==> src/rtl/alu_muldiv_seq.sv <==
// rtl/alu_muldiv_seq.sv - sequential ALU with iterative shift-add multiply and restoring divide
// Define ALU_MULDIV_DIV_EN to build the divider; without it the divide codes decode as illegal.
module alu_muldiv_seq #(
  parameter int WORD    = 32,
  parameter int SHAMT_W = $clog2(WORD)
) (
  input  logic            Clk,
  input  logic            Reset,
  input  logic            Start_in,
  input  logic [WORD-1:0] A_in,
  input  logic [WORD-1:0] B_in,
  input  logic [4:0]      Function_select,
  output logic            Ready_out,
  output logic            Valid_out,
  output logic [WORD-1:0] Result,
  output logic            Illegal_out
);

  localparam int CW = $clog2(WORD);

  typedef enum logic [1:0] {S_IDLE, S_MUL, S_DIV, S_DONE} state_t;

  state_t state, state_nxt;

  logic              accept;
  logic [SHAMT_W-1:0] shamt;
  logic [WORD-1:0]   base_res, imm_res;
  logic              base_ill, imm_ill, go_mul, go_div;
  logic              a_se, b_se, a_neg, b_neg;
  logic [WORD-1:0]   a_mag, b_mag;

  logic [2*WORD-1:0] p, p_step, p_fin;
  logic [WORD-1:0]   mcand, mul_out;
  logic [WORD:0]     mul_sum;
  logic              neg, hi;
  logic [CW-1:0]     cnt;
  logic              last;

  assign accept = Start_in && (state == S_IDLE);
  assign shamt  = B_in[SHAMT_W-1:0];
  assign last   = (cnt == CW'(WORD-1));

  // Base ops and the cases that finish in a single cycle
  always_comb begin
    base_res = '0;
    base_ill = 1'b0;
    case (Function_select[3:0])
      4'h0: base_res = A_in + B_in;
      4'h8: base_res = A_in - B_in;
      4'h4: base_res = A_in ^ B_in;
      4'h6: base_res = A_in | B_in;
      4'h7: base_res = A_in & B_in;
      4'h1: base_res = A_in << shamt;
      4'h5: base_res = A_in >> shamt;
      4'hC: base_res = $unsigned($signed(A_in) >>> shamt);
      4'h2: base_res = {{(WORD-1){1'b0}}, ($signed(A_in) < $signed(B_in))};
      4'h3: base_res = {{(WORD-1){1'b0}}, (A_in < B_in)};
      default: base_ill = 1'b1;
    endcase
  end

  always_comb begin
    imm_res = '0;
    imm_ill = 1'b0;
    go_mul  = 1'b0;
    go_div  = 1'b0;
    if (!Function_select[4]) begin
      imm_res = base_res;
      imm_ill = base_ill;
    end else if (Function_select[3]) begin
      imm_ill = 1'b1;
    end else if (!Function_select[2]) begin
      go_mul = 1'b1;
    end else begin
`ifdef ALU_MULDIV_DIV_EN
      if (B_in == '0)
        imm_res = Function_select[1] ? A_in : '1;
      else if (!Function_select[0] && A_in == {1'b1, {(WORD-1){1'b0}}} && B_in == '1)
        imm_res = Function_select[1] ? '0 : A_in;
      else
        go_div = 1'b1;
`else
      imm_ill = 1'b1;
`endif
    end
  end

  // Operand signedness: divides key off bit 0, multiplies off bits [1:0]
  always_comb begin
    if (Function_select[2]) begin
      a_se = ~Function_select[0];
      b_se = ~Function_select[0];
    end else begin
      a_se = (Function_select[1:0] == 2'd1) || (Function_select[1:0] == 2'd2);
      b_se = (Function_select[1:0] == 2'd1);
    end
    a_neg = a_se & A_in[WORD-1];
    b_neg = b_se & B_in[WORD-1];
    a_mag = a_neg ? -A_in : A_in;
    b_mag = b_neg ? -B_in : B_in;
  end

  always_comb begin
    mul_sum = {1'b0, p[2*WORD-1:WORD]} + {1'b0, (p[0] ? mcand : '0)};
    p_step  = {mul_sum, p[WORD-1:1]};
    p_fin   = neg ? -p_step : p_step;
    mul_out = hi ? p_fin[2*WORD-1:WORD] : p_fin[WORD-1:0];
  end

`ifdef ALU_MULDIV_DIV_EN
  logic [WORD-1:0] quo, rem, dsr, quo_step, rem_step, div_out;
  logic [WORD:0]   shifted;
  logic            ge, qneg, rneg, want_rem;

  always_comb begin
    shifted  = {rem, quo[WORD-1]};
    ge       = shifted >= {1'b0, dsr};
    rem_step = ge ? (shifted[WORD-1:0] - dsr) : shifted[WORD-1:0];
    quo_step = {quo[WORD-2:0], ge};
    if (want_rem)
      div_out = rneg ? -rem_step : rem_step;
    else
      div_out = qneg ? -quo_step : quo_step;
  end

  always_ff @(posedge Clk or posedge Reset) begin
    if (Reset) begin
      quo      <= '0;
      rem      <= '0;
      dsr      <= '0;
      qneg     <= 1'b0;
      rneg     <= 1'b0;
      want_rem <= 1'b0;
    end else if (accept && go_div) begin
      quo      <= a_mag;
      rem      <= '0;
      dsr      <= b_mag;
      qneg     <= a_neg ^ b_neg;
      rneg     <= a_neg;
      want_rem <= Function_select[1];
    end else if (state == S_DIV) begin
      quo <= quo_step;
      rem <= rem_step;
    end
  end
`endif

  always_ff @(posedge Clk or posedge Reset) begin
    if (Reset) state <= S_IDLE;
    else       state <= state_nxt;
  end

  always_comb begin
    state_nxt = state;
    case (state)
      S_IDLE: if (accept) state_nxt = go_mul ? S_MUL : (go_div ? S_DIV : S_DONE);
      S_MUL:  if (last) state_nxt = S_DONE;
`ifdef ALU_MULDIV_DIV_EN
      S_DIV:  if (last) state_nxt = S_DONE;
`endif
      default: state_nxt = S_IDLE;
    endcase
  end

  always_comb begin
    Ready_out = (state == S_IDLE);
    Valid_out = (state == S_DONE);
  end

  // Result is loaded on the edge entering DONE so it lines up with Valid_out
  always_ff @(posedge Clk or posedge Reset) begin
    if (Reset) begin
      p           <= '0;
      mcand       <= '0;
      neg         <= 1'b0;
      hi          <= 1'b0;
      cnt         <= '0;
      Result      <= '0;
      Illegal_out <= 1'b0;
    end else if (accept) begin
      cnt <= '0;
      if (go_mul) begin
        p     <= {{WORD{1'b0}}, b_mag};
        mcand <= a_mag;
        neg   <= a_neg ^ b_neg;
        hi    <= (Function_select[1:0] != 2'd0);
      end else if (!go_div) begin
        Result      <= imm_res;
        Illegal_out <= imm_ill;
      end
    end else if (state == S_MUL) begin
      p   <= p_step;
      cnt <= cnt + CW'(1);
      if (last) begin
        Result      <= mul_out;
        Illegal_out <= 1'b0;
      end
    end
`ifdef ALU_MULDIV_DIV_EN
    else if (state == S_DIV) begin
      cnt <= cnt + CW'(1);
      if (last) begin
        Result      <= div_out;
        Illegal_out <= 1'b0;
      end
    end
`endif
  end

endmodule

==> config.mk <==
export PLATFORM = sky130hd
export DESIGN_NAME = alu_muldiv_seq
export DESIGN_NICKNAME = d
export VERILOG_FILES = /design/src/rtl/alu_muldiv_seq.sv
export SDC_FILE = /design/constraint.sdc
export NUM_CORES = 1
export LEC_CHECK = 0
export ABC_CLOCK_PERIOD_IN_PS = 11900
export CAP_MARGIN = 40
export CORE_MARGIN = 5
export CORE_UTILIZATION = 45
export CTS_CLUSTER_SIZE = 10
export DETAILED_ROUTE_END_ITERATION = 6
export GPL_TIMING_DRIVEN = 0
export PLACE_DENSITY = 0.7
export SLEW_MARGIN = 20
export SYNTH_ARGS = -nofsm -noshare
export SYNTH_HDL_FRONTEND = slang
export SYNTH_SLANG_ARGS = --single-unit
==> constraint.sdc <==
create_clock -name Clk -period 11.9 [get_ports Clk]
set_clock_uncertainty 0.2 [all_clocks]
set_input_delay 2.38 -clock Clk [delete_from_list [all_inputs] [get_ports Clk]]
set_output_delay 2.38 -clock Clk [all_outputs]
set_load 0.005 [all_outputs]
==> results of run 1 <==
cell usage in the layout (no fill, tap or decap), types with 14 or more instances in the layout:
cell and instances:
a31oi_1 25, nor2_1 261, buf_1 30, nor3_1 49, mux2i_1 62, a221oi_1 26
clkbuf_16 17, a211oi_1 45, xnor2_1 117, clkdlybuf4s50_1 105, mux4_2 23, o41ai_1 15
xor2_1 31, and3_1 19, a21o_1 25, nand3_1 68, dfrtp_1 138, nand2b_1 14
a22oi_1 19, nor2b_1 16, or3_1 22, o21bai_1 24, nand4_1 21, ha_1 138
o21ai_0 286, nor4_1 23, o211ai_1 37, a21oi_1 255, clkbuf_1 152, and2_1 50
o31ai_1 47, nand2_1 272, inv_1 118
critical path: stages:
cell and delay, ps:
clkdlybuf4s50_1 440, clkbuf_1 280, inv_2 300, buf_1 520, clkbuf_1 530, clkbuf_1 600, ha_1 350, clkbuf_1 210
a211oi_1 470, o211ai_1 240, and3_1 240, nor4_1 710, o21ai_0 450, a21boi_0 680, o41ai_1 180, xnor2_1 160
a21oi_1 190, nand3_1 240, a221o_1 350
synthesized netlist by cell type, types with 7 or more instances:
cell type,count
nand3_1,68
xor2_1,31
o21bai_1,24
dfrtp_1,138
o31ai_1,47
nor2_1,261
a22o_1,8
o2111ai_1,9
and2_1,50
a31oi_1,25
o21a_1,8
nand2_1,272
a221o_1,7
o31a_1,8
nor3_1,50
or3_1,22
mux2i_1,62
o21ai_0,286
buf_1,29
a211oi_1,45
nand2b_1,14
or4_1,7
o22ai_1,12
a22oi_1,19
buf_2,7
or2_2,11
and3_1,19
o221ai_1,11
a21o_1,25
nor2b_1,16
a221oi_1,26
a211o_1,8
o21ai_1,8
o211ai_1,37
a21oi_1,255
mux4_2,23
ha_1,138
nand4_1,21
inv_1,119
nor4_1,24
o41ai_1,15
clkbuf_1,152
xnor2_1,117
cells by family (layout without fill, tap and decap cells):
| kind of cell | after synthesis | after routing | synth area share |
|---|---|---|---|
| other | 0 | 2 | 0 |
| AO/OA/AOI/OAI | 945 | 945 | 0.315 |
| flip-flops | 138 | 138 | 0.183 |
| multiplexers | 91 | 91 | 0.0640 |
| buffers and inverters | 313 | 463 | 0.0630 |
| adder cells (fa/ha/maj) | 141 | 141 | 0.0948 |
| XOR/XNOR | 148 | 148 | 0.0688 |
| AND/OR/NAND/NOR | 858 | 858 | 0.211 |
final cells by class:
cell class	count	area [sq um]
clock inverters	14	210
well taps	539	674
multi-input cells	2183	14200
clock buffers	17	425
fillers	4217	20300
repair buffers	119	1170
diodes	2	5.00
inverters	124	473
flip-flops and latches	138	3450
plain buffers	189	722
worst max-delay path by stage:
stage | start | end | slack [ps] | cells past startpoint
2_1_floorplan | B_in[2] | Result[30]$_DFFE_PP0P_ | 5220 | 18
3_3_place_gp | B_in[2] | Result[24]$_DFFE_PP0P_ | 2430 | 19
3_5_place_dp | B_in[2] | Result[24]$_DFFE_PP0P_ | 2390 | 19
4_1_cts | B_in[2] | Result[24]$_DFFE_PP0P_ | 2820 | 19
5_1_grt | B_in[2] | Result[24]$_DFFE_PP0P_ | 2440 | 19
6_report | B_in[2] | Result[30]$_DFFE_PP0P_ | 2510 | 19
where the power goes:
part | switching (mW) | internal, mW | leakage, nW | total [mW]
Combinational | 1.67 | 0.855 | 6.56 | 2.52
Sequential | 0.176 | 0.663 | 1.77 | 0.839
Clock | 0.233 | 0.355 | 0.311 | 0.588
Total | 2.08 | 1.87 | 8.65 | 3.95
registers in the layout, indices dropped and copies added (netlist names):
register	cells
p	64
Result	32
Illegal_out	1
neg	1
mcand	32
state	2
hi	1
cnt	5
per-layer routing:
layer | track usage | share of wire | wire length, microns | vias up
met1 | 0.516 | 0.37 | 37000 | 10900
met2 | 0.640 | 0.43 | 42900 | 1733
li1 | - | - | - | 9894
met4 | 0.282 | 0.087 | 8770 | 0
met5 | 0 | 0 | 0 | -
met3 | 0.103 | 0.12 | 11900 | 420
==> impl_metrics.env, run 1 <==
export IMPL_ys_seq_area_frac=0.183
export IMPL_grt_pass1_wl_microns=145000
export IMPL_grt_ovfl_total=0
export IMPL_final_core_util=0.512
export IMPL_rows=75
export IMPL_dpl_cell_count=3287
export IMPL_clock_fmax_ghz=0.106
export IMPL_timing_rr_end="Result[24]$_DFFE_PP0P_"
export IMPL_numCtsBuffers=17
export IMPL_root_buffer="clkbuf_16"
export IMPL_startpoint_type="input port"
export IMPL_timing_final_ws_setup_ps=2510
export IMPL_fin_crit_ps=9390
export IMPL_placed_cell_area_sq_um=20700
export IMPL_area_growth_pct=13.3
export IMPL_h_tree_depth=4
export IMPL_rr_startpoint="p[0]$_DFFE_PP0P_"
export IMPL_fin_setup_tns_ps=0
export IMPL_async_reset_ff_frac=1.00
export IMPL_whs_ps=280
export IMPL_grt_setup_unrepaired="false"
export IMPL_hold_start="mcand[27]$_DFFE_PP0P_"
export IMPL_outcome="finished, violations left"
export IMPL_fin_area_sq_um=21400
export IMPL_stdcell_count=3325
export IMPL_remaining_drc_errors=1
export IMPL_yosys_area_top_type_share=0.183
export IMPL_arrival_ps=9530
export IMPL_cap_violations=0
export IMPL_synth_edf_count=0
export IMPL_wl_microns=101000
export IMPL_violations="design-rule violations"
export IMPL_hold_violations=0
export IMPL_critPathMaxFanout=11
export IMPL_yosys_top_cells_area="dfrtp_1 18%, ha_1 9.2%, o21ai_0 7.6%"
export IMPL_ys_warn_count=0
export IMPL_total_power_mw=3.95
export IMPL_portBuffers=105
export IMPL_netlist_instances=2634
export IMPL_ys_ff_latch=138
export IMPL_power_density_nw_per_um2=185
export IMPL_die_w_microns=215
export IMPL_synth_top_area_cell="dfrtp_1"
export IMPL_initial_utilization=0.452
export IMPL_dp_hpwl_microns=80500
export IMPL_die_h_microns=215
export IMPL_yosys_most_used_dff="dfrtp_1"
export IMPL_ant_nets=0
export IMPL_place_congestion=1.12
export IMPL_io_pins=107
export IMPL_synth_area_sq_um=18800
export IMPL_cts_tree="yes"
export IMPL_ir_drop_mv=0.127
export IMPL_fp_dieArea_sq_um=46100
export IMPL_cts_buffer_depth=2
export IMPL_path_clk_slew_ps=60
export IMPL_slew_headroom=0.268
export IMPL_core_sq_um=41700
export IMPL_vias_per_cell=6.89
export IMPL_synth_fp_nets=2847
export IMPL_r2r_slack_ps=6510
export IMPL_slew_viol_final=0
export IMPL_cts_resized=0
export IMPL_nNetsFinal=2985
export IMPL_end_kind="flop"
export IMPL_post_synth_num_cell_types=92
export IMPL_wl_per_cell_microns=30.2
export IMPL_whs_path_depth=2
export IMPL_firstDrtPassIters=7
export IMPL_grt_max_degree=75
export IMPL_dr_first_iter_drc_count=3246
export IMPL_p_leak_nw=8.65
export IMPL_worst_pin_slew_ps=1080
export IMPL_vias=22900
export IMPL_grt_total_usage=0.416
export IMPL_cts_setup_buffers=0
export IMPL_hold_path_class="reg -> reg"
export IMPL_ctsHoldBuffers=0
export IMPL_worstSkewPairLatency_ps=450
export IMPL_setup_violations=0
export IMPL_required_ps=12030
export IMPL_syn_avg_cell_area_sq_um=7.15
export IMPL_reg2reg_depth=16
export IMPL_post_route_period_util=0.789
export IMPL_path_class="in -> reg"
export IMPL_grt_pass1_vias=21600
export IMPL_drive_gt1_frac=0.0420
export IMPL_worstHoldEndpoint="mcand[27]$_DFFE_PP0P_"
export IMPL_cts_sinks=138
export IMPL_place_ws_ps=2390
export IMPL_antenna_found_initial=2
Note: power is estimated with default switching activity, not from simulation.
==> run 2: changes to the inputs <==
--- a/config.mk
+++ b/config.mk
@@ -5,14 +5,14 @@
 export SDC_FILE = /design/constraint.sdc
 export NUM_CORES = 1
 export LEC_CHECK = 0
-export ABC_CLOCK_PERIOD_IN_PS = 11900
+export ABC_CLOCK_PERIOD_IN_PS = 7800
 export CAP_MARGIN = 40
 export CORE_MARGIN = 5
 export CORE_UTILIZATION = 45
 export CTS_CLUSTER_SIZE = 10
 export DETAILED_ROUTE_END_ITERATION = 6
 export GPL_TIMING_DRIVEN = 0
-export PLACE_DENSITY = 0.7
+export PLACE_DENSITY = 0.72
 export SLEW_MARGIN = 20
 export SYNTH_ARGS = -nofsm -noshare
 export SYNTH_HDL_FRONTEND = slang
==> constraint.sdc (replaced) <==
create_clock -name Clk -period 7.8 [get_ports Clk]
set_clock_uncertainty 0.2 [all_clocks]
set_input_delay 1.56 -clock Clk [delete_from_list [all_inputs] [get_ports Clk]]
set_output_delay 1.56 -clock Clk [all_outputs]
set_load 0.005 [all_outputs]
==> impl_metrics.env, run 2 (same netlist as run 1, synthesis figures left out) <==
export IMPL_cts_tree="yes"
export IMPL_power_frac_seq=0.213
export IMPL_ir_drop_mv=0.164
export IMPL_hold_violations=0
export IMPL_path_class="in -> reg"
export IMPL_cts_sinks=138
export IMPL_grt_ovfl_total=0
export IMPL_pwr_share_clk=0.135
export IMPL_final_cell_mix="284 x o21ai_0, 272 x nand2_1, 261 x nor2_1, 255 x a21oi_1, 150 x clkbuf_1"
export IMPL_final_common_cell="o21ai_0"
export IMPL_nNetsFinal=2986
export IMPL_p_comb_frac=0.651
export IMPL_h_tree_depth=4
export IMPL_outcome="finished, violations left"
export IMPL_die_h_microns=215
export IMPL_p_leak_nw=8.62
export IMPL_grt_total_usage=0.423
export IMPL_critPathMaxFanout=18
export IMPL_required_ps=7910
export IMPL_fin_crit_ps=7560
export IMPL_dp_hpwl_microns=81700
export IMPL_setup_violations=0
export IMPL_remaining_drc_errors=39
export IMPL_grt_pass1_vias=21600
export IMPL_grt_setup_unrepaired="false"
export IMPL_cp_slowest_stage_delay_ps=640
export IMPL_place_congestion=1.09
export IMPL_post_route_period_util=0.970
export IMPL_grt_max_degree=106
export IMPL_timing_final_ws_setup_ps=236
export IMPL_internal_power_mw=2.74
export IMPL_fin_area_sq_um=21300
export IMPL_worst_pin_slew_ps=979
export IMPL_largest_reg_flops=64
export IMPL_hold_path_class="reg -> reg"
export IMPL_clock_fmax_ghz=0.132
export IMPL_vias_per_cell=6.92
export IMPL_area_growth_pct=13.1
export IMPL_wl_microns=103000
export IMPL_stdcell_count=3328
export IMPL_cp_common_cell="o21ai_0"
export IMPL_ant_nets=0
export IMPL_crit_chain="clkdlybuf4s50_1 -> clkbuf_1 -> inv_2 -> clkbuf_2 -> clkbuf_2 -> ha_1 -> clkbuf_1 -> nand2b_1 -> a22o_1 -> o21ai_0 -> o31a_1 -> a21boi_1 -> o21ai_0 -> a21o_1 -> a2111oi_0 -> a21oi_1 -> o21ai_0 -> o211ai_1"
export IMPL_arrival_ps=7670
export IMPL_final_core_util=0.511
export IMPL_firstDrtPassIters=7
export IMPL_numCtsBuffers=17
export IMPL_ctsHoldBuffers=0
export IMPL_slowest_stage="a2111oi_0"
export IMPL_worstSkewPairLatency_ps=450
export IMPL_initial_utilization=0.452
export IMPL_core_sq_um=41700
export IMPL_dr_first_iter_drc_count=3388
export IMPL_violations="design-rule violations"
export IMPL_cts_buffer_depth=2
export IMPL_rows=75
export IMPL_nFillCells=4147
export IMPL_drive_gt1_frac=0.0434
export IMPL_end_kind="flop"
export IMPL_die_w_microns=215
export IMPL_slew_viol_final=0
export IMPL_total_power_mw=5.95
export IMPL_cts_setup_buffers=0
export IMPL_whs_ps=273
export IMPL_net_switching_power_mw=3.22
export IMPL_grt_pass1_wl_microns=147000
export IMPL_wl_per_cell_microns=30.8
export IMPL_reg_top3="p: 64 flops, Result: 32 flops, mcand: 32 flops"
export IMPL_path_clk_slew_ps=70
export IMPL_place_ws_ps=-661
export IMPL_io_pins=107
export IMPL_portBuffers=105
export IMPL_placed_cell_area_sq_um=20700
export IMPL_power_density_nw_per_um2=279
export IMPL_root_buffer="clkbuf_16"
export IMPL_slew_headroom=0.341
export IMPL_vias=23000
export IMPL_regMostFlops="p"
export IMPL_startpoint_type="input port"
export IMPL_antenna_found_initial=3
export IMPL_fp_dieArea_sq_um=46100
export IMPL_cap_violations=0
export IMPL_fin_setup_tns_ps=0
export IMPL_dpl_cell_count=3289
export IMPL_swShare=0.540
run 2: cell types whose count changed in the layout (fill, tap and decap cells not counted), sizes merged:
cell      change
clkbuf        -2
inv           +4
clkinvlp      +3
buf           +3
clkinv        -2
diode         +1
bufinv        -4
run 2: critical path: cells and delay by family:
kind	cells	cell delay, ps
AOI/OAI and AO/OA	10	3230
buffers and inverters	6	2320
adders and majority gates	1	350
and+or+nand+nor	1	190
run 2: timing repair:
action	4_1_cts	5_1_grt
setup endpoints to repair	3	5
hold endpoints to repair	0	0
pin swaps	0	0
resized for setup	2	3
run 2: area by class of cell:
cell class / count / area (sq um) / share of cell area
Inverter: 124 / 473 / 0.0222
Antenna cell: 3 / 7.51 / 0.000352
Clock inverter: 15 / 145 / 0.00681
Tap cell: 539 / 674 / 0.0317
Multi-Input combinational cell: 2183 / 14200 / 0.667
Timing Repair Buffer: 121 / 1190 / 0.0558
Clock buffer: 17 / 425 / 0.0200
Sequential cell: 138 / 3450 / 0.162
Buffer: 188 / 721 / 0.0338
run 2: power groups by stage:
| stage | clock network [mW] | logic (mW) | registers, mW |
|---|---|---|---|
| 3_3_place_gp | 0 | 3.61 | 1.25 |
| 6_report | 0.806 | 3.88 | 1.27 |
| 2_1_floorplan | 0 | 2.36 | 1.19 |
| 5_1_grt | 0.842 | 4.09 | 1.30 |
| 4_1_cts | 0.806 | 3.71 | 1.26 |
| 3_5_place_dp | 0 | 3.68 | 1.26 |
run 2: per-layer routing:
metal / global-route usage / part of all wire
met4: 0.304 / 0.094
met2: 0.647 / 0.42
met5: 0 / 0
met1: 0.524 / 0.37
met3: 0.101 / 0.12
run 2: worst paths after layout:
path / startpoint / to / slack [ps] / cells past startpoint
max: B_in[2] / Result[28]$_DFFE_PP0P_ / 240 / 18
min: mcand[11]$_DFFE_PP0P_ / mcand[11]$_DFFE_PP0P_ / 270 / 2
max reg2reg: p[0]$_DFFE_PP0P_ / Result[24]$_DFFE_PP0P_ / 2370 / 16
min reg2reg: mcand[11]$_DFFE_PP0P_ / mcand[11]$_DFFE_PP0P_ / 270 / 2
max in group asynchronous: Reset / p[50]$_DFFE_PP0P_ / 5270 / 3
min in group asynchronous: Reset / p[17]$_DFFE_PP0P_ / 1280 / 2
